==> config.mk <==
export PLATFORM = sky130hd
export DESIGN_NAME = writeback_queue
export DESIGN_NICKNAME = d
export VERILOG_FILES = /design/src/rtl/writeback_queue.sv
export SDC_FILE = /design/constraint.sdc
export NUM_CORES = 1
export LEC_CHECK = 0
export BUFFER_PORTS_ARGS = -buffer_cell sky130_fd_sc_hd__buf_4
export CAP_MARGIN = 25
export CORE_ASPECT_RATIO = 0.6
export CORE_MARGIN = 2
export CORE_UTILIZATION = 40
export CTS_BUF_LIST = sky130_fd_sc_hd__clkbuf_16
export CTS_CLUSTER_DIAMETER = 80
export DETAILED_ROUTE_END_ITERATION = 16
export PLACE_DENSITY = 0.68
export SETUP_SLACK_MARGIN = 0.3
export SLEW_MARGIN = 10
export SYNTH_ARGS = -nofsm -noshare
export SYNTH_HDL_FRONTEND = slang
export SYNTH_SLANG_ARGS = --single-unit
==> constraint.sdc <==
create_clock -name clk -period 5.6 [get_ports clk]
set_input_delay 1.12 -clock clk [delete_from_list [all_inputs] [get_ports clk]]
set_output_delay 1.12 -clock clk [all_outputs]
set_load 0.01 [all_outputs]
==> src/rtl/writeback_queue.sv <==
// writeback_queue: in-order buffer of completed results draining into the register file write port.
// Ports: EnqValid_i/EnqReady_o/EnqRegister_i/EnqData_i accept results; Drain_i permits the head write;
// Flush_i discards everything; LookupRegisterN_i -> PendingN_o/ForwardDataN_o for decode stall/bypass;
// RegWrite_o/WriteRegister_o/WriteData_o drive the register file; Count_o/Full_o/Empty_o report occupancy.
module writeback_queue #(
  parameter int DATA_WIDTH = 64,
  parameter int ADDR_WIDTH = 5,
  parameter int DEPTH      = 4,
  parameter int CNT_WIDTH  = $clog2(DEPTH + 1)
) (
  input  logic                  clk,
  input  logic                  rst_n,
  input  logic                  EnqValid_i,
  output logic                  EnqReady_o,
  input  logic [ADDR_WIDTH-1:0] EnqRegister_i,
  input  logic [DATA_WIDTH-1:0] EnqData_i,
  input  logic                  Drain_i,
  input  logic                  Flush_i,
  input  logic [ADDR_WIDTH-1:0] LookupRegister1_i,
  input  logic [ADDR_WIDTH-1:0] LookupRegister2_i,
  output logic                  Pending1_o,
  output logic                  Pending2_o,
  output logic [DATA_WIDTH-1:0] ForwardData1_o,
  output logic [DATA_WIDTH-1:0] ForwardData2_o,
  output logic                  RegWrite_o,
  output logic [ADDR_WIDTH-1:0] WriteRegister_o,
  output logic [DATA_WIDTH-1:0] WriteData_o,
  output logic [CNT_WIDTH-1:0]  Count_o,
  output logic                  Full_o,
  output logic                  Empty_o
);
  localparam int PW = $clog2(DEPTH);
  logic [PW-1:0] head_q, head_d, tail_q, tail_d, k;
  logic [CNT_WIDTH-1:0] count_q, count_d;
  logic [DEPTH-1:0] valid_q, valid_d;
  logic [ADDR_WIDTH-1:0] reg_q [DEPTH];
  logic [DATA_WIDTH-1:0] data_q [DEPTH];
  logic [ADDR_WIDTH-1:0] lk [2];
  logic [DATA_WIDTH-1:0] fwd [2];
  logic [1:0] pend;
  logic enq, deq;
  assign Full_o = count_q == CNT_WIDTH'(DEPTH);
  assign Empty_o = count_q == '0;
  assign Count_o = count_q;
  // Readiness uses registered occupancy only; a pop in the same cycle does not free a slot.
  assign EnqReady_o = rst_n && !Full_o && !Flush_i;
  // x0 writes complete the handshake but never allocate an entry.
  assign enq = EnqValid_i && EnqReady_o && EnqRegister_i != '0;
  assign deq = rst_n && !Empty_o && Drain_i && !Flush_i;
  assign RegWrite_o = deq;
  assign WriteRegister_o = Empty_o ? '0 : reg_q[head_q];
  assign WriteData_o = Empty_o ? '0 : data_q[head_q];
  assign lk[0] = LookupRegister1_i;
  assign lk[1] = LookupRegister2_i;
  assign Pending1_o = pend[0];
  assign Pending2_o = pend[1];
  assign ForwardData1_o = fwd[0];
  assign ForwardData2_o = fwd[1];
  always_comb begin
    head_d = deq ? head_q + 1'b1 : head_q;
    tail_d = enq ? tail_q + 1'b1 : tail_q;
    count_d = count_q + CNT_WIDTH'(enq) - CNT_WIDTH'(deq);
    valid_d = valid_q;
    if (enq) valid_d[tail_q] = 1'b1;
    if (deq) valid_d[head_q] = 1'b0;
    if (Flush_i) begin
      head_d = '0;
      tail_d = '0;
      count_d = '0;
      valid_d = '0;
    end
  end
  // Scan oldest to youngest so the last match wins and the youngest value is forwarded.
  always_comb begin
    k = '0;
    for (int p = 0; p < 2; p++) begin
      pend[p] = 1'b0;
      fwd[p] = '0;
      for (int i = 0; i < DEPTH; i++) begin
        k = head_q + PW'(i);
        if (valid_q[k] && reg_q[k] == lk[p] && lk[p] != '0) begin
          pend[p] = 1'b1;
          fwd[p] = data_q[k];
        end
      end
    end
  end
  always_ff @(posedge clk) begin
    if (!rst_n) begin
      head_q <= '0;
      tail_q <= '0;
      count_q <= '0;
      valid_q <= '0;
    end else begin
      head_q <= head_d;
      tail_q <= tail_d;
      count_q <= count_d;
      valid_q <= valid_d;
    end
    if (enq) begin
      reg_q[tail_q] <= EnqRegister_i;
      data_q[tail_q] <= EnqData_i;
    end
  end
endmodule
==> impl_metrics.json, run 1 <==
{
  "cp-start-kind": "flop",
  "hold_depth": 2,
  "synthMuxAreaShare": 0.240,
  "port_buffers": 289,
  "worst_ep_required_time_ps": 4480,
  "overflow": 0,
  "yosys.area_share.simple": 0.131,
  "final_cell_mix": "buf_4, edfxtp_1, nor2_1, mux4_2, a21oi_1",
  "clock_path_buffers": 3,
  "p_int_mw": 3.74,
  "slew_headroom": 0.364,
  "first_pass_iters": 5,
  "cts_max_level": 2,
  "globalplace.congestion": 0.913,
  "hold_viol_final": 0,
  "syn_to_final_growth_pct": 18.9,
  "synth_cell_types": 58,
  "switching_power_mw": 1.09,
  "antenna_found_initial": 7,
  "power_density_mw_per_mm2": 191,
  "fin_setup_tns_ps": 0,
  "grt_max_degree": 71,
  "min_to": "valid_q[0]",
  "vias": 18500,
  "p_leak_nw": 8.21,
  "initial_core_util": 0.404,
  "rr_endpoint": "Count_o[2]",
  "drv_cap": 0,
  "reg2reg_slack_ps": 2390,
  "holdWs_ps": 542,
  "hp-class": "flop to flop",
  "worst-setup-path-type": "flop to output pin",
  "synth-compound-area-share": 0.147,
  "dp_hpwl_um": 49100,
  "placedCellCount": 2749,
  "worstRegToRegCells": 12,
  "layout.cells.non_filler": 2824,
  "hold_buffers": 0,
  "crit_fanout": 37,
  "final_common_cell": "buf_4",
  "critPathCaptureType": "output pin",
  "worst_pin_slew_ps": 954,
  "clkTransAtPathRegs_ps": 60,
  "max_freq_ghz": 0.195,
  "critPathArrivalTime_ps": 4010,
  "power_mw": 4.83,
  "cts_sinks": 289,
  "core-area_mm2": 0.0525,
  "syn_inst": 1903,
  "die_height_um": 183,
  "synthAdderAreaFrac": 0.00683,
  "clockRootBuffer": "clkbuf_16",
  "insertion_delay_ps": 540,
  "grt_pass1_vias": 18100,
  "r2r-start": "Count_o[1]",
  "hold_start": "valid_q[0]",
  "status": "complete, no violations",
  "switching_share": 0.226,
  "pwr-share-clk": 0.444,
  "grt_pass1_wl_um": 114000,
  "antenna_left": 0,
  "numCtsBuffers": 34,
  "combPwrFrac": 0.060,
  "synthesis.nets": 1998,
  "nets": 2186,
  "dieArea_mm2": 0.0550,
  "avgRoutedWirePerCell_um": 27.6,
  "period_minus_slack_ps": 5130,
  "skew_ps": 18.0,
  "grt_use_total": 0.276,
  "p_seq_frac": 0.496,
  "synth_top_family_by_area": "multiplexers",
  "die_x_um": 302,
  "synthXorXnorAreaFrac": 0.0173,
  "ys_ff_latch": 289,
  "vias_per_cell": 6.55,
  "drt-initial-drc-count": 2373,
  "ir_drop_mv": 0.136,
  "min_period_over_period": 0.915,
  "route.detailed.drc": 0,
  "syn_area_mm2": 0.0212,
  "io_pins": 290,
  "wirelength_um": 77800,
  "synth_warnings": 0,
  "setup_viol": 0,
  "slew_viol_final": 0,
  "rows": 65,
  "avgSynthCellArea_um2": 11.2,
  "drive_above_1_share": 0.362,
  "synth-seq-area-share": 0.402,
  "final_util": 0.481,
  "cts_tree": "done",
  "rsz0062_at_grt": "yes"
}
[power groups by stage]
stage	Combinational, mW	Sequential [mW]	Clock [mW]
2_1_floorplan	0.146	2.44	0
3_3_place_gp	0.277	2.44	0
3_5_place_dp	0.283	2.44	0
4_1_cts	0.285	2.40	2.17
5_1_grt	0.309	2.40	2.26
6_report	0.291	2.40	2.14
[how the worst max path moves through the flow]
stage               depth (start not counted)      start  slack, ps                  to
floorplan                                  16  head_q[0]        500  ForwardData2_o[60]
global placement                           10  head_q[0]        800   ForwardData1_o[1]
detailed placement                         10  head_q[0]        700  ForwardData1_o[16]
CTS                                        10  head_q[0]        320  ForwardData1_o[61]
global route                               10  head_q[0]        300  ForwardData2_o[16]
finish                                     10  head_q[0]        470   ForwardData2_o[8]
[cell type report]
class,instances,area [µm²]
fillers,4681,27300
multi-input cells,1370,11700
flip-flops and latches,289,8560
repair buffers,350,2880
clock buffers,37,926
well taps,703,880
inverters,46,175
clock inverters,24,135
diodes,5,12.5
[synth_stat cells, drive strengths merged]
cell type,n,area share
a21bo,1,0.00047
a221oi,10,0.0041
clkinv,1,0.00018
ha,10,0.0059
a31oi,52,0.015
a21boi,2,0.00071
o21a,2,0.00071
mux4,154,0.16
nor3,169,0.054
nand3,2,0.00071
edfxtp,276,0.39
clkbuf,95,0.017
a21oi,157,0.037
or2,1,0.00029
o311a,1,0.00047
nor2,205,0.037
nand2b,1,0.00029
nor3b,11,0.0039
mux2,54,0.029
xnor2,33,0.014
fa,1,0.00094
nand4,8,0.0026
mux2i,103,0.049
nor4,2,0.00088
nor4b,2,0.0011
and2,8,0.0024
o22ai,3,0.0015
or3,2,0.00059
o2bb2ai,1,0.00041
a311o,2,0.00094
a211o,1,0.00041
xor2,9,0.0037
and4,2,0.00082
or4b,2,0.00094
nand2,85,0.015
a211oi,86,0.045
a22o,2,0.00082
and3,3,0.00088
o211ai,37,0.013
nor2b,34,0.010
dfxtp,13,0.012
a311oi,1,0.00041
o21ai,111,0.026
buf,103,0.030
inv,45,0.0079
[stage by stage]
step           instance area (µm²)  worst slack, ps
2_1_floorplan                21200              500
3_3_place_gp                 24000              801
3_5_place_dp                 24000              701
4_1_cts                      25100              317
5_1_grt                      25300              301
6_report                     25300              475
[what timing repair did]
action	CTS	global route
setup buffers	1	8
gates cloned	0	0
endpoints found under the hold margin	0	0
resized for setup	7	19
pin swaps	1	4
setup endpoints to repair	83	118
[critical path, cell delays in order, from the launching register on]
cell	delay (ps)
dfxtp_4	480
inv_1	140
ha_4	430
mux4_2	580
a211o_1	320
a21boi_4	220
buf_6	420
a21oi_1	130
o211ai_1	370
a21oi_1	180
buf_4	180
[routing by layer]
layer  vias up  GRT usage  wire length, µm
met3       189     0.0843            10600
met1      9119      0.390            31000
li1       7715          -                -
met4         4     0.0887             2180
met5         -          0               25
met2      1467      0.404            34000
[registers in the layout (all words and copies together) (netlist names), named ones only]
register  flops
valid_q       4
head_q        2
Count_o       3
tail_q        2
reg_q        20
data_q      256
[logic make-up (layout without fill, tap and decap cells)]
family                   Yosys count  in the layout
XOR/XNOR                          42             42
other                              0              5
AO/OA/AOI/OAI                    469            469
AND/OR/NAND/NOR                  537            537
buffers and inverters            244            457
multiplexers                     311            311
adder cells (fa/ha/maj)           11             11
flip-flops                       289            289
Power figures use the tool's default switching activity.
==> run 2, diff against run 1 <==
--- a/config.mk
+++ b/config.mk
@@ -13,6 +13,7 @@
 export CTS_BUF_LIST = sky130_fd_sc_hd__clkbuf_16
 export CTS_CLUSTER_DIAMETER = 80
 export DETAILED_ROUTE_END_ITERATION = 16
+export MAX_ROUTING_LAYER = met4
 export PLACE_DENSITY = 0.68
 export SETUP_SLACK_MARGIN = 0.3
 export SLEW_MARGIN = 10
==> impl_metrics.json, run 2 (same netlist as run 1, synthesis figures left out) <==
{
  "rr_endpoint": "Count_o[2]",
  "globalplace.congestion": 0.883,
  "final_common_cell": "buf_4",
  "layout.cells.non_filler": 2829,
  "cts_max_level": 2,
  "worst-setup-path-type": "flop to output pin",
  "holdWs_ps": 540,
  "status": "complete, no violations",
  "first_pass_iters": 8,
  "power_mw": 4.96,
  "min_period_over_period": 0.923,
  "critPathLaunch": "head_q[0]",
  "clkTransAtPathRegs_ps": 60,
  "power_density_mw_per_mm2": 197,
  "largest_registers": "data_q x256, reg_q x20, valid_q x4",
  "switching_share": 0.218,
  "die_height_um": 183,
  "drv_cap": 0,
  "antenna_left": 0,
  "period_minus_slack_ps": 5170,
  "critPathBufInv": 3,
  "fillerInstances": 4689,
  "placedCellCount": 2750,
  "vias_per_cell": 6.60,
  "combPwrFrac": 0.059,
  "slew_headroom": 0.352,
  "grt_use_total": 0.285,
  "worst_ep_required_time_ps": 4480,
  "drt-initial-drc-count": 2612,
  "final_cell_mix": "buf_4, edfxtp_1, nor2_1, a21oi_1, mux4_2",
  "ir_drop_mv": 0.213,
  "wirelength_um": 78800,
  "crit_chain": "inv_1 -> ha_4 -> mux4_2 -> xnor2_1 -> nand4_1 -> or2_4 -> buf_4 -> a311o_1 -> a22o_1 -> buf_4",
  "cts_sinks": 289,
  "crit_path_frequent_cell": "buf_4",
  "grt_pass1_vias": 18600,
  "clock_path_buffers": 3,
  "overflow": 0,
  "slowest_stage": "mux4_2",
  "switching_power_mw": 1.08,
  "r2r-start": "Count_o[1]",
  "vias": 18700,
  "grt_pass1_wl_um": 115000,
  "drive_above_1_share": 0.360,
  "pwr-share-clk": 0.458,
  "hold_viol_final": 0,
  "antenna_found_initial": 6,
  "endpoint": "ForwardData1_o[62]",
  "initial_core_util": 0.404,
  "p_leak_nw": 8.23,
  "io_pins": 290,
  "cp-start-kind": "flop",
  "nets": 2190,
  "cpLargestDelayFamily": "simple AND/OR/NAND/NOR gates",
  "p_seq_frac": 0.483,
  "fin_setup_tns_ps": 0,
  "hp-class": "flop to flop",
  "numCtsBuffers": 34,
  "route.detailed.drc": 0,
  "largest-register": "data_q",
  "critPathArrivalTime_ps": 4050,
  "critPathCaptureType": "output pin",
  "rsz0062_at_grt": "no",
  "dieArea_mm2": 0.0550,
  "insertion_delay_ps": 530,
  "clockRootBuffer": "clkbuf_16",
  "slew_viol_final": 0,
  "syn_to_final_growth_pct": 18.8,
  "p_int_mw": 3.88,
  "worstRegToRegCells": 12,
  "grt_max_degree": 68,
  "die_x_um": 302,
  "worst_pin_slew_ps": 972,
  "crit_fanout": 33,
  "avgRoutedWirePerCell_um": 27.8,
  "setup_viol": 0,
  "cts_tree": "done",
  "crit_path_max_incr_delay_ps": 570,
  "rows": 65,
  "reg2reg_slack_ps": 2360,
  "core-area_mm2": 0.0525,
  "crit_cells": 10,
  "largest_register_ffs": 256,
  "dp_hpwl_um": 48800,
  "skew_ps": 14.9,
  "max_freq_ghz": 0.193,
  "port_buffers": 289
}
run 2: cell types whose count changed in the layout (fill, tap and decap cells not counted), sizes merged:
cell      before  now
clkinv        15    9
buf          350  354
clkinvlp       1    5
bufinv         1    4
diode          5    6
inv           53   52
run 2: area by class of cell:
cell class,instances,area (µm²),share of cell area
Antenna cell,6,15.0,0.000595
Clock buffer,37,926,0.0367
Clock inverter,24,216,0.00857
Inverter,46,175,0.00694
Multi-Input combinational cell,1370,11700,0.462
Sequential cell,289,8560,0.339
Tap cell,703,880,0.0348
Timing Repair Buffer,354,2820,0.112
run 2: power by group through the flow:
stage / sequential, mW / clock [mW] / combinational [mW]
final: 2.40 / 2.27 / 0.291
after global routing: 2.40 / 2.41 / 0.308
after CTS: 2.40 / 2.31 / 0.285
after detailed placement: 2.44 / 0 / 0.283
after global placement: 2.44 / 0 / 0.277
after floorplan: 2.44 / 0 / 0.146
run 2: repair_timing:
item | CTS | global route
gates resized for setup | 3 | 5
pin swaps | 3 | 2
buffers inserted | 8 | 4
endpoints found under the hold margin | 0 | 0
hold buffers | 0 | 0
setup endpoints to repair | 35 | 90
run 2: worst min path at each step:
| stage | start | endpoint | cells past startpoint |
|---|---|---|---|
| CTS | valid_q[0] | valid_q[0] | 2 |
| floorplan | valid_q[0] | valid_q[0] | 2 |
| finish | valid_q[0] | valid_q[0] | 2 |
| detailed placement | valid_q[0] | valid_q[0] | 2 |
| global placement | valid_q[2] | valid_q[2] | 2 |
| global route | valid_q[0] | valid_q[0] | 2 |
run 2: tightest hold or removal path: stages, from the launching register on:
cell and delay, ps:
dfxtp_1 330, nor2_1 100, a211oi_1 50
run 2: layer usage:
layer	vias up	global-route usage	share of wire
li1	7745	-	-
met1	9110	0.386	0.40
met2	1527	0.404	0.43
met3	281	0.0807	0.13
met4	0	0.111	0.037
met5	-	-	0
run 2: stage by stage:
step           cell area [µm²]  setup WS [ps]   util
3_5_place_dp             24000            696  0.456
2_1_floorplan            21200            500      -
5_1_grt                  25200            294  0.481
4_1_cts                  25200            307  0.479
6_report                 25200            429  0.481
3_3_place_gp             24000            762  0.456
